$ cat src/rtl/uart_pkg.sv
// Shared definitions for the UART response-frame transmitter: frame mode codes,
// frame FSM states and the bit-serial CRC-16 step.
package uart_pkg;

  localparam logic [7:0] COM_ACK = 8'h00;
  localparam logic [7:0] COM_RD  = 8'h80;

  // The state names the byte currently on the wire.
  typedef enum logic [2:0] {
    S_IDLE,
    S_COM,
    S_LEN,
    S_ADR,
    S_PAY,
    S_CRC_H,
    S_CRC_L
  } frame_state_e;

  function automatic logic [15:0] crc16_step(input logic [15:0] crc,
                                             input logic        b,
                                             input logic [15:0] poly);
    logic fb;
    fb = crc[15] ^ b;
    return {crc[14:0], 1'b0} ^ (fb ? poly : 16'h0000);
  endfunction

endpackage

$ cat src/rtl/uart_tx_byte.sv
// One 8N1/8N2 UART character: start bit, 8 data bits LSB first, STOP_BITS stop bits,
// each BAUD_DIV clocks long. A load on the byte_end cycle chains bytes with no gap.
module uart_tx_byte #(
  parameter int BAUD_DIV  = 434,
  parameter int STOP_BITS = 1
) (
  input  logic       clk,
  input  logic       rst_n,
  input  logic       load,
  input  logic [7:0] dat,
  output logic       txd,
  output logic       bit_ce,
  output logic       byte_end
);

  localparam int             CW       = $clog2(BAUD_DIV);
  localparam logic [CW-1:0]  CNT_MAX  = CW'(BAUD_DIV - 1);
  localparam logic [3:0]     LAST_BIT = 4'(8 + STOP_BITS);

  logic [CW-1:0] cnt;
  logic [3:0]    bit_idx;
  logic [9:0]    sh;
  logic          active;
  logic          cell_end;

  assign cell_end = active && (cnt == CNT_MAX);
  assign byte_end = cell_end && (bit_idx == LAST_BIT);
  // First clock of each data-bit cell; txd already shows that bit.
  assign bit_ce   = active && (cnt == '0) && (bit_idx != 4'd0) && (bit_idx <= 4'd8);

  // NOTE: sequential state uses non-blocking assignments only, so every register
  // samples values from before the edge regardless of statement order.
  always_ff @(posedge clk or negedge rst_n) begin
    if (!rst_n) begin
      cnt     <= '0;
      bit_idx <= '0;
      sh      <= '1;
      active  <= 1'b0;
      txd     <= 1'b1;
    end else if (load) begin
      cnt     <= '0;
      bit_idx <= '0;
      sh      <= {2'b11, dat};
      active  <= 1'b1;
      txd     <= 1'b0;
    end else if (active) begin
      if (cell_end) begin
        cnt <= '0;
        if (bit_idx == LAST_BIT) begin
          active <= 1'b0;
          txd    <= 1'b1;
        end else begin
          bit_idx <= bit_idx + 4'd1;
          txd     <= sh[0];
          sh      <= {1'b1, sh[9:1]};
        end
      end else begin
        cnt <= cnt + CW'(1);
      end
    end
  end

endmodule

$ cat src/rtl/uart_resp_framer.sv
// Response-frame transmitter: COM, LEN, ADR, payload from memory, CRC-16 trailer,
// serialised back-to-back on txd with busy/done status and byte-boundary abort.
module uart_resp_framer
  import uart_pkg::*;
#(
  parameter int          BAUD_DIV  = 434,
  parameter int          STOP_BITS = 1,
  parameter int          ADR_BYTES = 2,
  parameter int          RD_LAT    = 1,
  parameter logic [15:0] CRC_POLY  = 16'h1021,
  parameter logic [15:0] CRC_INIT  = 16'hFFFF
) (
  input  logic                   clk,
  input  logic                   rst_n,
  input  logic                   st,
  input  logic                   abort,
  input  logic [7:0]             com,
  input  logic [7:0]             lbl,
  input  logic [8*ADR_BYTES-1:0] adr,
  input  logic [7:0]             rd_dat,
  output logic [8*ADR_BYTES-1:0] rd_adr,
  output logic                   txd,
  output logic                   busy,
  output logic                   done
);

  localparam int ADR_W = 8 * ADR_BYTES;

  // Memory data is sampled a whole character after its address is presented.
  if (BAUD_DIV < 4 || STOP_BITS < 1 || STOP_BITS > 2 || ADR_BYTES < 1 || ADR_BYTES > 4 ||
      RD_LAT < 0 || RD_LAT >= 10 * BAUD_DIV) begin : g_bad_param
    $error("uart_resp_framer: parameter out of range");
  end

  frame_state_e state, nxt;
  logic [7:0]       com_q, lbl_q, pay_cnt, ld_dat;
  logic [ADR_W-1:0] adr_q;
  logic [15:0]      crc;
  logic [1:0]       adr_idx;
  logic             abort_q, aborting, start_ok, load, inc_rd;
  logic             bit_ce, byte_end, crc_en, rd_mode, hdr_mode, pay_last;

  assign start_ok = st && !busy && !done;
  assign aborting = abort || abort_q;
  assign rd_mode  = (com_q == COM_RD);
  assign hdr_mode = rd_mode || (com_q == COM_ACK);
  assign pay_last = (pay_cnt == lbl_q - 8'd1);
  assign crc_en   = state inside {S_COM, S_LEN, S_ADR, S_PAY};

  // NOTE: every always_comb output gets a default first, so no path can infer a latch.
  always_comb begin
    nxt    = state;
    load   = 1'b0;
    ld_dat = com;
    inc_rd = 1'b0;
    if (!busy) begin
      if (start_ok) begin
        load = 1'b1;
        nxt  = S_COM;
      end
    end else if (byte_end && aborting) begin
      nxt = S_IDLE;
    end else if (byte_end) begin
      load = 1'b1;
      case (state)
        S_COM: begin
          if (hdr_mode) begin
            nxt    = S_LEN;
            ld_dat = rd_mode ? lbl_q : 8'h00;
          end else begin
            nxt    = S_CRC_H;
            ld_dat = crc[15:8];
          end
        end
        S_LEN: begin
          nxt    = S_ADR;
          ld_dat = 8'(adr_q >> (8 * (ADR_BYTES - 1)));
        end
        S_ADR: begin
          if (adr_idx != 2'd0) begin
            ld_dat = 8'(adr_q >> {adr_idx - 2'd1, 3'b000});
          end else if (rd_mode && lbl_q != 8'd0) begin
            nxt    = S_PAY;
            ld_dat = rd_dat;
            inc_rd = (lbl_q > 8'd1);
          end else begin
            nxt    = S_CRC_H;
            ld_dat = crc[15:8];
          end
        end
        S_PAY: begin
          if (pay_last) begin
            nxt    = S_CRC_H;
            ld_dat = crc[15:8];
          end else begin
            ld_dat = rd_dat;
            inc_rd = ({1'b0, pay_cnt} + 9'd2) < {1'b0, lbl_q};
          end
        end
        S_CRC_H: begin
          nxt    = S_CRC_L;
          ld_dat = crc[7:0];
        end
        default: begin
          nxt  = S_IDLE;
          load = 1'b0;
        end
      endcase
    end
  end

  always_ff @(posedge clk or negedge rst_n) begin
    if (!rst_n) begin
      state   <= S_IDLE;
      com_q   <= '0;
      lbl_q   <= '0;
      adr_q   <= '0;
      rd_adr  <= '0;
      crc     <= CRC_INIT;
      adr_idx <= '0;
      pay_cnt <= '0;
      abort_q <= 1'b0;
      busy    <= 1'b0;
      done    <= 1'b0;
    end else begin
      done <= 1'b0;
      if (busy && abort) abort_q <= 1'b1;
      if (bit_ce && crc_en) crc <= crc16_step(crc, txd, CRC_POLY);
      if (!busy) begin
        if (start_ok) begin
          state   <= nxt;
          com_q   <= com;
          lbl_q   <= lbl;
          adr_q   <= adr;
          rd_adr  <= adr;
          crc     <= CRC_INIT;
          abort_q <= 1'b0;
          busy    <= 1'b1;
        end
      end else if (byte_end) begin
        state <= nxt;
        if (nxt == S_IDLE) begin
          busy <= 1'b0;
          done <= !aborting;
        end
        if (nxt == S_ADR) adr_idx <= (state == S_LEN) ? 2'(ADR_BYTES - 1) : adr_idx - 2'd1;
        if (nxt == S_PAY) pay_cnt <= (state == S_PAY) ? pay_cnt + 8'd1 : 8'd0;
        if (inc_rd) rd_adr <= rd_adr + ADR_W'(1);
      end
    end
  end

  uart_tx_byte #(
    .BAUD_DIV (BAUD_DIV),
    .STOP_BITS(STOP_BITS)
  ) u_tx (
    .clk     (clk),
    .rst_n   (rst_n),
    .load    (load),
    .dat     (ld_dat),
    .txd     (txd),
    .bit_ce  (bit_ce),
    .byte_end(byte_end)
  );

endmodule

$ cat config.mk
export PLATFORM = sky130hd
export DESIGN_NAME = uart_resp_framer
export DESIGN_NICKNAME = d
export VERILOG_FILES = /design/src/rtl/uart_pkg.sv /design/src/rtl/uart_tx_byte.sv /design/src/rtl/uart_resp_framer.sv
export SDC_FILE = /design/constraint.sdc
export NUM_CORES = 1
export LEC_CHECK = 0
export ABC_CLOCK_PERIOD_IN_PS = 8650
export CAP_MARGIN = 40
export CORE_UTILIZATION = 35
export DETAILED_ROUTE_END_ITERATION = 10
export HOLD_SLACK_MARGIN = 0.15
export PLACE_DENSITY = 0.51
export SLEW_MARGIN = 10
export SYNTH_ARGS = -nofsm -noshare
export SYNTH_HDL_FRONTEND = slang
export SYNTH_HIERARCHICAL = 1
export SYNTH_SLANG_ARGS = --single-unit
$ cat constraint.sdc
create_clock -name clk -period 8.65 [get_ports clk]
set_input_delay 0.865 -clock clk [delete_from_list [all_inputs] [get_ports clk]]
set_output_delay 0.865 -clock clk [all_outputs]
set_load 0.05 [all_outputs]
==> results of run 1 <==
==> power by group <==
group,total (uW),leakage [uW],internal [uW],switching [uW]
combinational,373,0.00163,160,213
clock,399,0.000137,212,187
sequential,689,0.00122,588,101
==> worst max-delay path: stages, from the launching register on <==
cell and delay, ns:
dfrtp_1 0.45, or3_4 0.42, nor3_1 0.31, and2_1 0.28, nor3b_1 0.28, and4_1 0.69, or2_2 0.39, clkinv_1 0.45
o31a_1 0.28, a21o_1 0.17, a22o_1 0.17
==> Yosys cell counts, drive strengths merged (7+ instances only) <==
cell	instances	area, um^2
nand2	142	533
dfrtp	78	1950
nor2	56	210
nand3	55	275
o21ai	44	220
inv	28	105
a21oi	26	130
dfstp	25	657
clkbuf	23	86.3
ha	21	263
a22oi	15	113
buf	15	86.3
mux2i	15	150
nor3	14	75.1
xor2	12	105
xnor2	10	87.6
and3	8	55.1
or3	8	60.1
a21o	7	52.6
a221oi	7	61.3
nand2b	7	43.8
nand4	7	43.8
nor4	7	65.1
o22ai	7	43.8
==> cell families (layout without fill, tap and decap cells) <==
| kind of cell | Yosys count | in the layout | synth area share |
|---|---|---|---|
| compound gates | 149 | 149 | 0.166 |
| xor+xnor | 22 | 22 | 0.0309 |
| fa+ha+maj | 21 | 21 | 0.0422 |
| buf+inv | 67 | 117 | 0.0452 |
| flops | 103 | 103 | 0.419 |
| mux | 19 | 19 | 0.0319 |
| simple gates | 341 | 341 | 0.265 |
==> cell usage in the layout, fill, tap and decap left out, types with 5 or more instances in the layout <==
cell type          n
or3_1              6
clkbuf_16          9
and2_1             5
o22ai_1            7
ha_1              21
or4_1              5
o21ai_0           42
nand2_1          142
dfrtp_1           78
o211ai_1           5
a221oi_1           7
xnor2_1           10
a22oi_1           15
a21o_1             7
mux2i_1           15
and3_1             7
clkdlybuf4s50_1   61
nor2_1            56
xor2_1            12
nand2b_1           7
nor4_1             5
nor3_1            13
buf_4              9
inv_1             27
nand3_1           55
dfstp_2           25
nand4_1            7
a21oi_1           26
nor3b_1            5
==> per-layer routing <==
layer  routed length, um  GRT usage  vias up
met2                7690      0.306      155
met3                 896     0.0426       18
li1                    -          -     2650
met4                 233     0.0499        0
met1                8400      0.280     2687
met5                   0          0        -
==> cell type report <==
| type | instances | share of cell area |
|---|---|---|
| well taps | 225 | 0.0384 |
| flip-flops and latches | 103 | 0.356 |
| inverters | 29 | 0.0149 |
| multi-input cells | 552 | 0.456 |
| clock inverters | 4 | 0.00393 |
| repair buffers | 72 | 0.0954 |
| clock buffers | 12 | 0.0350 |
==> sequential cells by signal, indices dropped and copies added, names as in the netlist, 2 cells and up <==
name / cells
lbl_q: 8
adr_q: 16
state: 3
rd_adr: 16
u_tx/bit_idx: 4
crc: 16
com_q: 8
u_tx/sh: 8
pay_cnt: 8
u_tx/cnt: 9
adr_idx: 2
==> through the flow <==
step	hold slack, ns	utilization
final	0.478	0.422
after global routing	0.508	0.422
after CTS	0.487	0.422
after detailed placement	0.470	0.406
after global placement	0.463	0.405
after floorplan	0.440	-
==> worst min path at each step <==
| stage | depth (start not counted) | slack, ns | end | start |
|---|---|---|---|---|
| after floorplan | 2 | 0.44 | adr_q[7] | adr_q[7] |
| after global placement | 2 | 0.46 | adr_q[10] | adr_q[10] |
| after detailed placement | 2 | 0.47 | adr_q[10] | adr_q[10] |
| after CTS | 2 | 0.49 | adr_q[10] | adr_q[10] |
| after global routing | 2 | 0.51 | adr_q[14] | adr_q[14] |
| final | 2 | 0.48 | adr_q[7] | adr_q[7] |
==> results.yml, run 1 <==
clock_tree:
  cts_buffers: 9
  cts_setup_buffers: 0
  htree_levels: 3
  cts_sinks: 103
  tritoncts: "built"
  root_buffer: "clkbuf_16"
  clkLatencyLatePin_ns: 0.35
  clock_path_buffers: 2
  postCtsHoldBufs: 0
  post_cts_resized: 0
  cts.reportedPaths.clkPinSlew_ns: 0.07
setup_path:
  required_ns: 8.89
  end_kind: "flop"
  arrival_ns: 4.26
  critPathLaunchType: "flop"
  reg2reg_depth: 10
  setup.worst_path.end: "u_tx/cnt[7]"
  worstReg2RegStart: "u_tx/cnt[3]"
  crit_type: "flop to flop"
  r2r-end: "u_tx/cnt[7]"
  critPathMaxFanout: 21
  rrSetupSlack_ns: 4.63
  crit_path_start: "u_tx/cnt[3]"
sta:
  fin_crit_sh: 0.465
  clock-skew-final_ns: 0.00982
  slew-limit-headroom: 0.401
  tns_ns: 0
  slew_viol_final: 0
  finalHoldViolations: 0
  period_minus_slack_ns: 4.02
  max_freq_mhz: 249
  rsz0062_at_grt: "no"
  setup_violations: 0
  finalWorstSetupSlack_ns: 4.63
  tightest_slew_ns: 0.896
place:
  dpl.hpwl_um: 12300
  place_area_um2: 7040
  gp_congestion: 0.811
  preCtsSetupSlack_ns: 4.70
  place_inst: 981
  numPortBuffers: 62
run_status:
  status: "finished clean"
final_layout:
  fill_cells: 1709
  stdcell_area_um2: 7330
  regArea_um2: 2610
  drive_gt1_frac: 0.0972
  diodes: 0
  multi_input_area_um2: 3350
  stdcell_count: 997
  fin_nets: 832
  area_delta_synth_final_pct: 17.7
global_route:
  grt_usage: 0.198
  antenna_found_initial: 0
  grt_pass1_wl_um: 28300
  grt_max_degree: 56
  grt_pass1_vias: 5456
  gr-total-overflow: 0
drt:
  ant_nets: 0
  wl_um: 17200
  viasPerCell: 5.53
  drtIter0Drc: 321
  firstDrtPassIters: 5
  wl_per_cell_um: 17.3
  drc: 0
  num_vias: 5510
min_path:
  hp-class: "flop to flop"
synth:
  syn_area_um2: 6230
  synth_nets: 787
  syn_inst: 722
  yosysWarnings: 6
  synth_cell_types: 77
  ys_seq_area_frac: 0.419
  synth_edf_count: 0
  ys_seq_elements: 103
  synth-main-ff-cell: "dfrtp_1"
  postSynthAreaPerCell_um2: 8.63
  synthArstFlopShare: 1.00
floorplanning:
  start_util: 0.359
  die_area_um2: 18300
  die_w_um: 135
  row_count: 48
  io_pins: 63
  die_h_um: 135
  coreArea_um2: 17400
power:
  p_per_area_nw_per_um2: 199
  p_total_uw: 1460
  peakVddDrop_uv: 119
  leakagePower_uw: 0.00299
run:
  cap_violations: 0
(Power assumes the default switching activity.)
==> run 2: changes to the inputs <==
- ABC_CLOCK_PERIOD_IN_PS: 8650 -> 3600
- PLACE_DENSITY: 0.51 -> 0.53
- clock period: 8.65 -> 3.6 ns (I/O delays scaled with it)
==> results.yml, run 2 (synthesis results as in run 1) <==
setup_path:
  crit_buf_inv: 1
  reg2reg_depth: 10
  critPathMaxFanout: 19
  crit_slowest_cell: "or4b_2"
  slowest_delay_ns: 0.65
  critPathLaunchType: "flop"
  path_cells: "or3_4 -> nor3_1 -> and2_1 -> nor3b_2 -> and4_1 -> buf_4 -> or2_2 -> nor2_1 -> or4b_2 -> nand3_1"
  required_ns: 3.90
  end_kind: "flop"
  arrival_ns: 3.55
  crit_type: "flop to flop"
  critical_path_depth: 10
  worstReg2RegStart: "u_tx/cnt[3]"
  crit_path_start: "u_tx/cnt[3]"
  cp_top_family: "simple AND/OR/NAND/NOR gates"
global_route:
  antenna_found_initial: 0
  gr-total-overflow: 0
  grt_pass1_vias: 5317
  grt_usage: 0.199
  grt_pass1_wl_um: 28200
  grt_max_degree: 60
drt:
  num_vias: 5558
  wl_um: 17300
  ant_nets: 0
  drc: 0
  firstDrtPassIters: 4
  wl_per_cell_um: 17.2
  viasPerCell: 5.52
  drtIter0Drc: 382
clock_tree:
  htree_levels: 3
  clkLatencyLatePin_ns: 0.37
  root_buffer: "clkbuf_16"
  tritoncts: "built"
  cts_buffers: 9
  cts_sinks: 103
  cts.reportedPaths.clkPinSlew_ns: 0.08
  clock_path_buffers: 2
power:
  p_int_uw: 2290
  pwr-share-seq: 0.468
  p_per_area_nw_per_um2: 478
  leakagePower_uw: 0.00305
  switching_power_uw: 1260
  peakVddDrop_uv: 377
  power_frac_clock: 0.280
  swShare: 0.354
  pwr-share-comb: 0.252
final_layout:
  fin_nets: 842
  diodes: 0
  layout_commonest_cell: "nand2_1"
  stdcell_area_um2: 7420
  mostFrequentLayoutCells: "nand2_1, dfrtp_1, clkdlybuf4s50_1, nor2_1, nand3_1"
  area_delta_synth_final_pct: 19.2
  drive_gt1_frac: 0.113
  top_regs: "adr_q (16), crc (16), rd_adr (16)"
sta:
  slew_viol_final: 0
  finalHoldViolations: 0
  max_freq_mhz: 307
  clock-skew-final_ns: 0.0129
  hold_ws_ns: 0.483
  setup_violations: 0
  slew-limit-headroom: 0.371
  period_minus_slack_ns: 3.26
  tightest_slew_ns: 0.942
  tns_ns: 0
  rsz0062_at_grt: "no"
  finalWorstSetupSlack_ns: 0.342
  fin_crit_sh: 0.905
min_path:
  whs_path_depth: 2
  min_from: "adr_q[12]"
  hp-class: "flop to flop"
place:
  gp_congestion: 0.858
  dpl.hpwl_um: 12300
  preCtsSetupSlack_ns: 0.271
  numPortBuffers: 62
  place_area_um2: 7110
floorplanning:
  die_h_um: 135
  coreArea_um2: 17400
  io_pins: 63
  row_count: 48
  start_util: 0.359
  die_w_um: 135
  die_area_um2: 18300
run_status:
  status: "finished clean"
run:
  cap_violations: 0
run 2: final timing paths:
kind | end | slack, ns
max | u_tx/cnt[5] | 0.34
min | adr_q[12] | 0.48
max reg2reg | u_tx/cnt[5] | 0.34
min reg2reg | adr_q[12] | 0.48
max in group asynchronous | crc[1] | 2.12
min in group asynchronous | u_tx/cnt[5] | 0.63
run 2: routing by layer:
layer  global-route usage  routed length [um]  part of all wire  up-vias
li1                     -                   -                 -     2662
met1                0.289                8350              0.48     2692
met2                0.295                7770              0.45      179
met3               0.0243                 736             0.043       25
met4               0.0836                 416             0.024        0
met5                    0                   0                 0        -
run 2: power by group through the flow:
stage,Sequential [uW],Combinational (uW),Clock [uW]
2_1_floorplan,1650,586,0
3_3_place_gp,1660,873,0
3_5_place_dp,1680,897,0
4_1_cts,1660,905,1030
5_1_grt,1700,1010,1080
6_report,1660,896,994
run 2: timing repair:
| item | CTS | global route |
|---|---|---|
| hold buffers | 1 | 0 |
| buffers inserted | 0 | 0 |
| hold endpoints to repair | 41 | 0 |
| resized for setup | 0 | 2 |
| setup endpoints to repair | 0 | 4 |
run 2: through the flow:
stage,utilization,cells,total power [uW]
detailed placement,0.409,990,2570
global route,0.428,1007,3790
finish,0.428,1007,3550
floorplan,-,722,2240
CTS,0.427,1007,3590
global placement,0.409,990,2540
run 2: layout make-up:
class | count | area, um^2
fillers | 1683 | 9930
multi-input cells | 552 | 3360
flip-flops and latches | 103 | 2610
repair buffers | 82 | 771
well taps | 225 | 282
clock buffers | 9 | 225
inverters | 29 | 109
clock inverters | 7 | 72.6
run 2: worst min-delay path, stage by stage, from the launching register on:
cell	delay, ns
dfrtp_1	0.35
nand2_1	0.05
nand2_1	0.05
